## src/rtl/sine_sweep_ctrl.sv

```systemverilog
// Frequency-sweep sequencer for sine_wave: steps phaseStep from a start value to a
// stop value, holding each value for a programmable dwell, and owns the generator reset.
module sine_sweep_ctrl #(
  parameter int PHASE_SIZE = 8,
  parameter int DWELL_SIZE = 16
) (
  input  logic                         clock,
  input  logic                         reset,
  input  logic                         start,
  input  logic                         abort,
  input  logic                         loop_mode,
  input  logic signed [PHASE_SIZE:0]   cfg_phase,
  input  logic signed [PHASE_SIZE:0]   cfg_step_start,
  input  logic signed [PHASE_SIZE:0]   cfg_step_stop,
  input  logic        [PHASE_SIZE-1:0] cfg_step_inc,
  input  logic        [DWELL_SIZE-1:0] cfg_dwell,
  output logic signed [PHASE_SIZE:0]   phase,
  output logic signed [PHASE_SIZE:0]   phaseStep,
  output logic                         gen_reset,
  output logic                         busy,
  output logic                         done,
  output logic                         step_strobe
);

  localparam int W  = PHASE_SIZE + 1;
  localparam int EW = PHASE_SIZE + 2;

  typedef enum logic [1:0] {
    ST_IDLE  = 2'd0,
    ST_LOAD  = 2'd1,
    ST_DWELL = 2'd2,
    ST_DONE  = 2'd3
  } state_t;

  state_t                  state_q, state_d;
  logic signed [W-1:0]     phase_q, phase_d;
  logic signed [W-1:0]     phase_step_q, phase_step_d;
  logic                    gen_reset_q, gen_reset_d;
  logic                    busy_q, busy_d;
  logic                    done_q, done_d;
  logic                    step_strobe_q, step_strobe_d;
  logic [DWELL_SIZE-1:0]   dwell_cnt_q, dwell_cnt_d;
  logic                    dir_up_q, dir_up_d;

  // Shadow copy of the configuration taken when a sweep is accepted
  logic signed [W-1:0]     sh_phase_q, sh_phase_d;
  logic signed [W-1:0]     sh_start_q, sh_start_d;
  logic signed [W-1:0]     sh_stop_q, sh_stop_d;
  logic [PHASE_SIZE-1:0]   sh_inc_q, sh_inc_d;
  logic [DWELL_SIZE-1:0]   sh_dwell_q, sh_dwell_d;
  logic                    sh_loop_q, sh_loop_d;

  logic signed [EW-1:0]    cur_ext;
  logic signed [EW-1:0]    stop_ext;
  logic signed [EW-1:0]    inc_ext;
  logic signed [EW-1:0]    up_sum;
  logic signed [EW-1:0]    dn_diff;
  logic signed [W-1:0]     next_step;
  logic [DWELL_SIZE-1:0]   last_dwell_cnt;
  logic                    last_dwell;
  logic                    at_stop;

  // Step arithmetic is done one bit wider so the unclamped sum cannot wrap
  always_comb begin
    cur_ext  = {phase_step_q[W-1], phase_step_q};
    stop_ext = {sh_stop_q[W-1], sh_stop_q};
    inc_ext  = {2'b00, sh_inc_q};
    up_sum   = cur_ext + inc_ext;
    dn_diff  = cur_ext - inc_ext;
    if (dir_up_q) begin
      next_step = (up_sum >= stop_ext) ? sh_stop_q : up_sum[W-1:0];
    end else begin
      next_step = (dn_diff <= stop_ext) ? sh_stop_q : dn_diff[W-1:0];
    end
    last_dwell_cnt = sh_dwell_q - DWELL_SIZE'(1);
    last_dwell     = (dwell_cnt_q == last_dwell_cnt);
    at_stop        = (phase_step_q == sh_stop_q);
  end

  always_comb begin
    state_d       = state_q;
    phase_d       = phase_q;
    phase_step_d  = phase_step_q;
    gen_reset_d   = gen_reset_q;
    busy_d        = busy_q;
    done_d        = 1'b0;
    step_strobe_d = 1'b0;
    dwell_cnt_d   = dwell_cnt_q;
    dir_up_d      = dir_up_q;
    sh_phase_d    = sh_phase_q;
    sh_start_d    = sh_start_q;
    sh_stop_d     = sh_stop_q;
    sh_inc_d      = sh_inc_q;
    sh_dwell_d    = sh_dwell_q;
    sh_loop_d     = sh_loop_q;

    case (state_q)
      ST_IDLE: begin
        gen_reset_d = 1'b1;
        busy_d      = 1'b0;
        if (start && !abort) begin
          sh_phase_d  = cfg_phase;
          sh_start_d  = cfg_step_start;
          sh_stop_d   = cfg_step_stop;
          sh_inc_d    = (cfg_step_inc == '0) ? PHASE_SIZE'(1) : cfg_step_inc;
          sh_dwell_d  = (cfg_dwell == '0) ? DWELL_SIZE'(1) : cfg_dwell;
          sh_loop_d   = loop_mode;
          state_d     = ST_LOAD;
          busy_d      = 1'b1;
        end
      end

      ST_LOAD: begin
        if (abort) begin
          state_d     = ST_IDLE;
          busy_d      = 1'b0;
          gen_reset_d = 1'b1;
          dwell_cnt_d = '0;
        end else begin
          phase_d      = sh_phase_q;
          phase_step_d = sh_start_q;
          dwell_cnt_d  = '0;
          dir_up_d     = (sh_stop_q >= sh_start_q);
          state_d      = ST_DWELL;
          busy_d       = 1'b1;
          gen_reset_d  = 1'b0;
        end
      end

      ST_DWELL: begin
        if (abort) begin
          state_d     = ST_IDLE;
          busy_d      = 1'b0;
          gen_reset_d = 1'b1;
          dwell_cnt_d = '0;
        end else if (last_dwell) begin
          dwell_cnt_d = '0;
          if (!at_stop) begin
            phase_step_d  = next_step;
            step_strobe_d = 1'b1;
          end else if (sh_loop_q) begin
            // Looping restarts the ramp without touching the generator reset
            phase_step_d  = sh_start_q;
            step_strobe_d = 1'b1;
          end else begin
            state_d     = ST_DONE;
            busy_d      = 1'b0;
            gen_reset_d = 1'b1;
            done_d      = 1'b1;
          end
        end else begin
          dwell_cnt_d = dwell_cnt_q + DWELL_SIZE'(1);
        end
      end

      ST_DONE: begin
        state_d     = ST_IDLE;
        busy_d      = 1'b0;
        gen_reset_d = 1'b1;
      end

      default: begin
        state_d     = ST_IDLE;
        busy_d      = 1'b0;
        gen_reset_d = 1'b1;
      end
    endcase
  end

  always_ff @(posedge clock or posedge reset) begin
    if (reset) begin
      state_q       <= ST_IDLE;
      phase_q       <= '0;
      phase_step_q  <= '0;
      gen_reset_q   <= 1'b1;
      busy_q        <= 1'b0;
      done_q        <= 1'b0;
      step_strobe_q <= 1'b0;
      dwell_cnt_q   <= '0;
      dir_up_q      <= 1'b1;
      sh_phase_q    <= '0;
      sh_start_q    <= '0;
      sh_stop_q     <= '0;
      sh_inc_q      <= PHASE_SIZE'(1);
      sh_dwell_q    <= DWELL_SIZE'(1);
      sh_loop_q     <= 1'b0;
    end else begin
      state_q       <= state_d;
      phase_q       <= phase_d;
      phase_step_q  <= phase_step_d;
      gen_reset_q   <= gen_reset_d;
      busy_q        <= busy_d;
      done_q        <= done_d;
      step_strobe_q <= step_strobe_d;
      dwell_cnt_q   <= dwell_cnt_d;
      dir_up_q      <= dir_up_d;
      sh_phase_q    <= sh_phase_d;
      sh_start_q    <= sh_start_d;
      sh_stop_q     <= sh_stop_d;
      sh_inc_q      <= sh_inc_d;
      sh_dwell_q    <= sh_dwell_d;
      sh_loop_q     <= sh_loop_d;
    end
  end

  assign phase       = phase_q;
  assign phaseStep   = phase_step_q;
  assign gen_reset   = gen_reset_q;
  assign busy        = busy_q;
  assign done        = done_q;
  assign step_strobe = step_strobe_q;

endmodule

```

## config.mk

```make
export PLATFORM = sky130hd
export DESIGN_NAME = sine_sweep_ctrl
export DESIGN_NICKNAME = d
export VERILOG_FILES = /design/src/rtl/sine_sweep_ctrl.sv
export SDC_FILE = /design/constraint.sdc
export NUM_CORES = 1
export LEC_CHECK = 0
export CAP_MARGIN = 20
export CORE_ASPECT_RATIO = 1.1
export CORE_UTILIZATION = 39
export CTS_CLUSTER_DIAMETER = 100
export DETAILED_ROUTE_END_ITERATION = 10
export GPL_ROUTABILITY_DRIVEN = 0
export PLACE_DENSITY = 0.65
export SKIP_CTS_REPAIR_TIMING = 1
export SYNTH_ARGS = -nofsm -noshare
export SYNTH_HDL_FRONTEND = slang
export SYNTH_SLANG_ARGS = --single-unit
```

## constraint.sdc

```tcl
create_clock -name clock -period 9.1 [get_ports clock]
set_clock_uncertainty 0.15 [all_clocks]
set_input_delay 0.91 -clock clock [delete_from_list [all_inputs] [get_ports clock]]
set_output_delay 0.91 -clock clock [all_outputs]
set_load 0.05 [all_outputs]
```

# [Word level (Yosys, flattened, before mapping)]
# Cells that the tools add are included.
[classes] n_reduce_logical=12 n_addsub=4 magnitude_cmp=3 n_eq_ne=13 bitwise_logic=1 mux=44
[ops] cell="9-bit two-way mux" count=8
[ops] cell="16-bit two-way mux" count=3
[ops] cell="16-bit one-hot mux with 2 select lines" count=1
[ops] cell="1-bit two-way mux" count=21
[ops] cell="9-bit one-hot mux with 2 select lines" count=1
[ops] cell="16-bit by 1-bit adder with 16-bit output (second input constant)" count=1
[ops] cell="16-bit == test" count=1
[ops] cell="16-bit logical NOT" count=1
[ops] cell="16-bit by 1-bit subtractor with 16-bit output (second input constant)" count=1
[ops] cell="2-bit two-way mux" count=6
[ops] cell="3-bit inequality test (second input constant)" count=4
[ops] cell="9-bit by 9-bit adder with 10-bit output" count=1
[ops] cell="10-bit by 9-bit >= comparator with 1-bit output" count=1
[ops] cell="10-bit by 9-bit <= comparator with 1-bit output" count=1
[ops] cell="9-bit by 9-bit subtractor with 10-bit output" count=1
[ops] cell="9-bit == test" count=1
[ops] cell="9-bit >= comparator" count=1
[ops] cell="8-bit logical NOT" count=1
[ops] cell="8-bit two-way mux" count=1
[ops] cell="2-bit inequality test (second input constant)" count=4
[ops] cell="2-bit one-hot mux with 4 select lines" count=1
[ops] cell="5-bit AND reduction" count=1
[ops] cell="2-bit == test (second input constant)" count=2
[ops] cell="1-bit one-hot mux with 4 select lines" count=1
[ops] cell="other kinds (11)" count=12
[totals] register_bits=93 in_bits=56 out_inout_bits=22 word_cells=92

# [Depth between registers and ports, before layout]
[logic_depth] depth_word=8 depth_mapped=18 ltp_nobuf=16

# [Worst setup path before layout]
# No wires, ideal clock.
[synth_path] kind="register -> register" startpoint="register phase_step_q[2], in the netlist phaseStep[2]" endpoint="register phase_step_q[3], in the netlist phaseStep[3]" n_path_buf=2 arrival_time_ns=3.868 stages_incl_launch_ff=17 required_ns=8.825 synth_period_minus_slack_ns=4.143 setup_ns=0.125 path_slack_ns=4.957 path_cell_list="dfrtp_1 -> ha_1 -> clkbuf_1 -> nor2b_1 -> a211oi_1 -> o21ai_0 -> o2bb2ai_1 -> xnor2_1 -> ha_1 -> a21o_1 -> a2111oi_0 -> o32ai_1 -> or2_2 -> clkbuf_1 -> o21ai_0 -> o221ai_1 -> mux2_2"
[synth_between] elab_chain_cells=8 elab_cells_between_ends=14 classes_between="2 x add/sub; 2 x order compare; 2 x eq/ne; 7 x mux; 1 x reduce/logical"
[synth_rtl] element="start, declared" line="37" text="logic signed [W-1:0] phase_step_q, phase_step_d;"
[synth_rtl] element="start signal, assigned" line="190" text="phase_step_q <= phase_step_d;"
[synth_rtl] element="9-bit by 9-bit subtractor with 10-bit output / 9-bit by 9-bit adder with 10-bit output (equally long branches)" line="69, 68"
[synth_rtl] element="10-bit by 9-bit <= comparator with 1-bit output / 10-bit by 9-bit >= comparator with 1-bit output (equally long branches)" line="73, 71"
[synth_rtl] element="9-bit two-way mux, on equally long branches" line="73, 71"
[synth_rtl] element="9-bit two-way mux" line="70" text="if (dir_up_q) begin"
[synth_rtl] element="9-bit two-way mux" line="138" text="if (!at_stop) begin"
[synth_rtl] element="9-bit two-way mux" line="136" text="end else if (last_dwell) begin"
[synth_rtl] element="9-bit two-way mux" line="131" text="if (abort) begin"
[synth_rtl] element="9-bit one-hot mux with 2 select lines" line="97" text="case (state_q)"
# Parallel ways exist; a longest one is shown, timed or not. The select of a mux whose other input is x is not followed.
# A chain may end at the register's enable or synchronous reset.

# [Worst setup path after layout]
# Same ends and word-level chain as after synthesis.

==> impl_metrics.toml <==
[placed_design]
portBuffers = 77
dp_hpwl_um = 12000
pre_cts_slack_ns = 4.69

[critical_path]
endpoint_kind = "flop"
crit_fanout = 10
path_delay_family = "compound AO/OA/AOI/OAI gates"
worstPathCellList = "ha_1, nor2b_1, a211oi_1, o21ai_0, o2bb2ai_1, xnor2_1, ha_1, a21o_1, a2111oi_0, o32ai_1, or2_2, o21ai_0, o221ai_1, mux2_2"
crit_slowest_cell = "a2111oi_0"
r2r_start = "phaseStep[2]$_DFFE_PP0P_"
critPathArrivalTime_ns = 4.37
cp_slowest_stage_delay_ns = 0.48
critical_path_buf_inv_count = 0
critPathKind = "flop to flop"
startpoint = "phaseStep[2]$_DFFE_PP0P_"
startpoint_type = "flop"
required_ns = 9.19

[layout]
multi_input_area_um2 = 3730
drive_gt1_frac = 0.129
regArea_um2 = 2330
post-route-util = 0.480
antennaDiodeCount = 0
area_growth_pct = 19.3
nets = 840
fillers = 1524

[global_routing]
antenna_found_initial = 0
grt_pass1_vias = 5200
overflow = 0
grt_first_pass_wirelength_um = 25800
grtUsageTotal = 0.198
grt_max_degree = 71

[floorplanning]
die_w_um = 124
initial_core_util = 0.402
ioPinCount = 78
die-height_um = 136
num_rows = 48
coreArea_um2 = 15900
dieArea_um2 = 16900

[timing]
rsz0062_at_grt = "false"
setup_ws_ns = 4.82
max_slew_margin = 0.312
timing.final.crit_period_ns = 4.28
finalHoldViolCount = 0
setup_tns_ns = 0
hold_ws_ns = 0.314
setup-violations-final = 0
max_clock_freq_mhz = 234
fin_crit_sh = 0.470
tightestPinTransition_ns = 1.02
final-max-slew-violation-count = 0

[drt]
first_pass_iters = 4
avgViaCountPerCell = 5.50
drc = 0
via_count = 5141
drtIter0Drc = 363
drtAntennaViolNets = 0
routedWlPerCell_um = 16.7
finalWirelength_um = 15600

[clock_tree]
root_buffer = "clkbuf_16"
cts_buffers = 9
cts_tree = "done"
htree_levels = 3
insertion_delay_ns = 0.35
clock-sinks = 93
clk_pin_slew_ns = 0.07
cts_buffer_depth = 2

[power]
vdd_drop_max_mv = 0.163
power_density_nw_per_um2 = 433
p_leak_nw = 3.27

[yosys]
synthFlopType = "dfrtp_1"
ys_warn_count = 0
synthCells = 663
ys_top_cells_by_area = "dfrtp_1 35%, mux2_2 10%, ha_1 10%"
syn_nets = 773
synth_commonest_cells = "89 x dfrtp_1, 63 x nand2_1, 58 x mux2_2"
synth_top_area_frac = 0.349
syn-cell-area_um2 = 6370
yosysSeqAreaShare = 0.366
netlist.top_cell.by_area = "dfrtp_1"
synth_edf_count = 0
ys_seq_elements = 93
yosysMostFrequentCell = "dfrtp_1"
syn_avg_cell_area_um2 = 9.61
synth_cell_types = 64
async_reset_ff_frac = 1.00

[run]
max_cap_viol_count = 0

[min_path]
hold_path.class = "flop to flop"
holdCritStartpoint = "sh_phase_q[7]$_DFFE_PP0P_"

[run_status]
status = "complete, no violations"
[tightest hold or removal path, cell delays in order, from the launching register on]
cell	delay (ns)
dfrtp_1	0.34
nand2_1	0.05
nand2_1	0.05
[cells in the final DEF, fill, tap and decap left out, types with 11 or more instances in the layout]
cell	netlist	routed
ha_1	52	52
clkdlybuf4s50_1	0	77
nor4_1	11	11
dfrtp_1	89	89
xnor2_1	36	36
o21ai_0	20	20
nor2_1	50	50
nand2b_1	11	11
nand2_1	63	63
nor3_1	17	17
a21oi_1	18	18
xor2_1	18	18
inv_1	52	51
nand3_1	12	12
nand4_1	12	12
mux2_2	58	58
[cell families after synthesis]
logic type / after synthesis / synth area share
AND/OR/NAND/NOR: 211 / 0.166
AO/OA/AOI/OAI: 106 / 0.118
flip-flops: 93 / 0.366
buffers and inverters: 77 / 0.0495
multiplexers: 68 / 0.118
XOR/XNOR: 54 / 0.0742
adder cells (fa/ha/maj): 54 / 0.108
[area by class of cell]
| cell class | instances | area share |
|---|---|---|
| Multi-Input combinational cell | 493 | 0.490 |
| Tap cell | 200 | 0.0329 |
| Clock inverter | 5 | 0.00773 |
| Sequential cell | 93 | 0.307 |
| Clock buffer | 10 | 0.0314 |
| Inverter | 52 | 0.0258 |
| Timing Repair Buffer | 81 | 0.105 |
[path summary, 6_finish.rpt]
check / end / slack, ns / cells after the start
max in group asynchronous: phaseStep[1]$_DFFE_PP0P_ / 6.86 / 3
hold reg to reg: phase[7]$_DFFE_PP0P_ / 0.31 / 2
hold / removal: phase[7]$_DFFE_PP0P_ / 0.31 / 2
setup / recovery: phaseStep[3]$_DFFE_PP0P_ / 4.82 / 14
min in group asynchronous: sh_dwell_q[1]$_DFFE_PP0P_ / 0.70 / 2
setup reg to reg: phaseStep[3]$_DFFE_PP0P_ / 4.82 / 14
[state kept, by name (all words and copies together), names as in the netlist]
| signal | count |
|---|---|
| step_strobe | 1 |
| sh_stop_q | 9 |
| phaseStep | 9 |
| sh_phase_q | 9 |
| sh_start_q | 9 |
| state_q | 2 |
| busy | 1 |
| phase | 9 |
| sh_inc_q | 8 |
| sh_loop_q | 1 |
| dwell_cnt_q | 16 |
| gen_reset | 1 |
| sh_dwell_q | 16 |
| done | 1 |
| dir_up_q | 1 |
[routing by layer]
layer  GRT usage  routed length [um]  vias to the layer above
met5           0                   0                        -
met4      0.0899                 412                        0
met3      0.0310                 652                       27
met2       0.340                7830                      127
met1       0.241                6690                     2520
li1            -                   -                     2467
[power breakdown]
part           leakage [nW]  internal (mW)  total [mW]  switching (mW)
logic                  1.99          0.904        2.11            1.20
registers              1.14          0.589       0.803           0.214
clock network         0.141          0.219       0.385           0.166
total                  3.27           1.71        3.29            1.58
[through the flow]
stage | total power, mW | instances | instance area [um2]
floorplan | 2.35 | 663 | 6370
global placement | 2.80 | 918 | 7300
detailed placement | 2.88 | 918 | 7300
CTS | 3.28 | 933 | 7600
global route | 3.57 | 934 | 7600
finish | 3.29 | 934 | 7600
(Power assumes the default switching activity.)
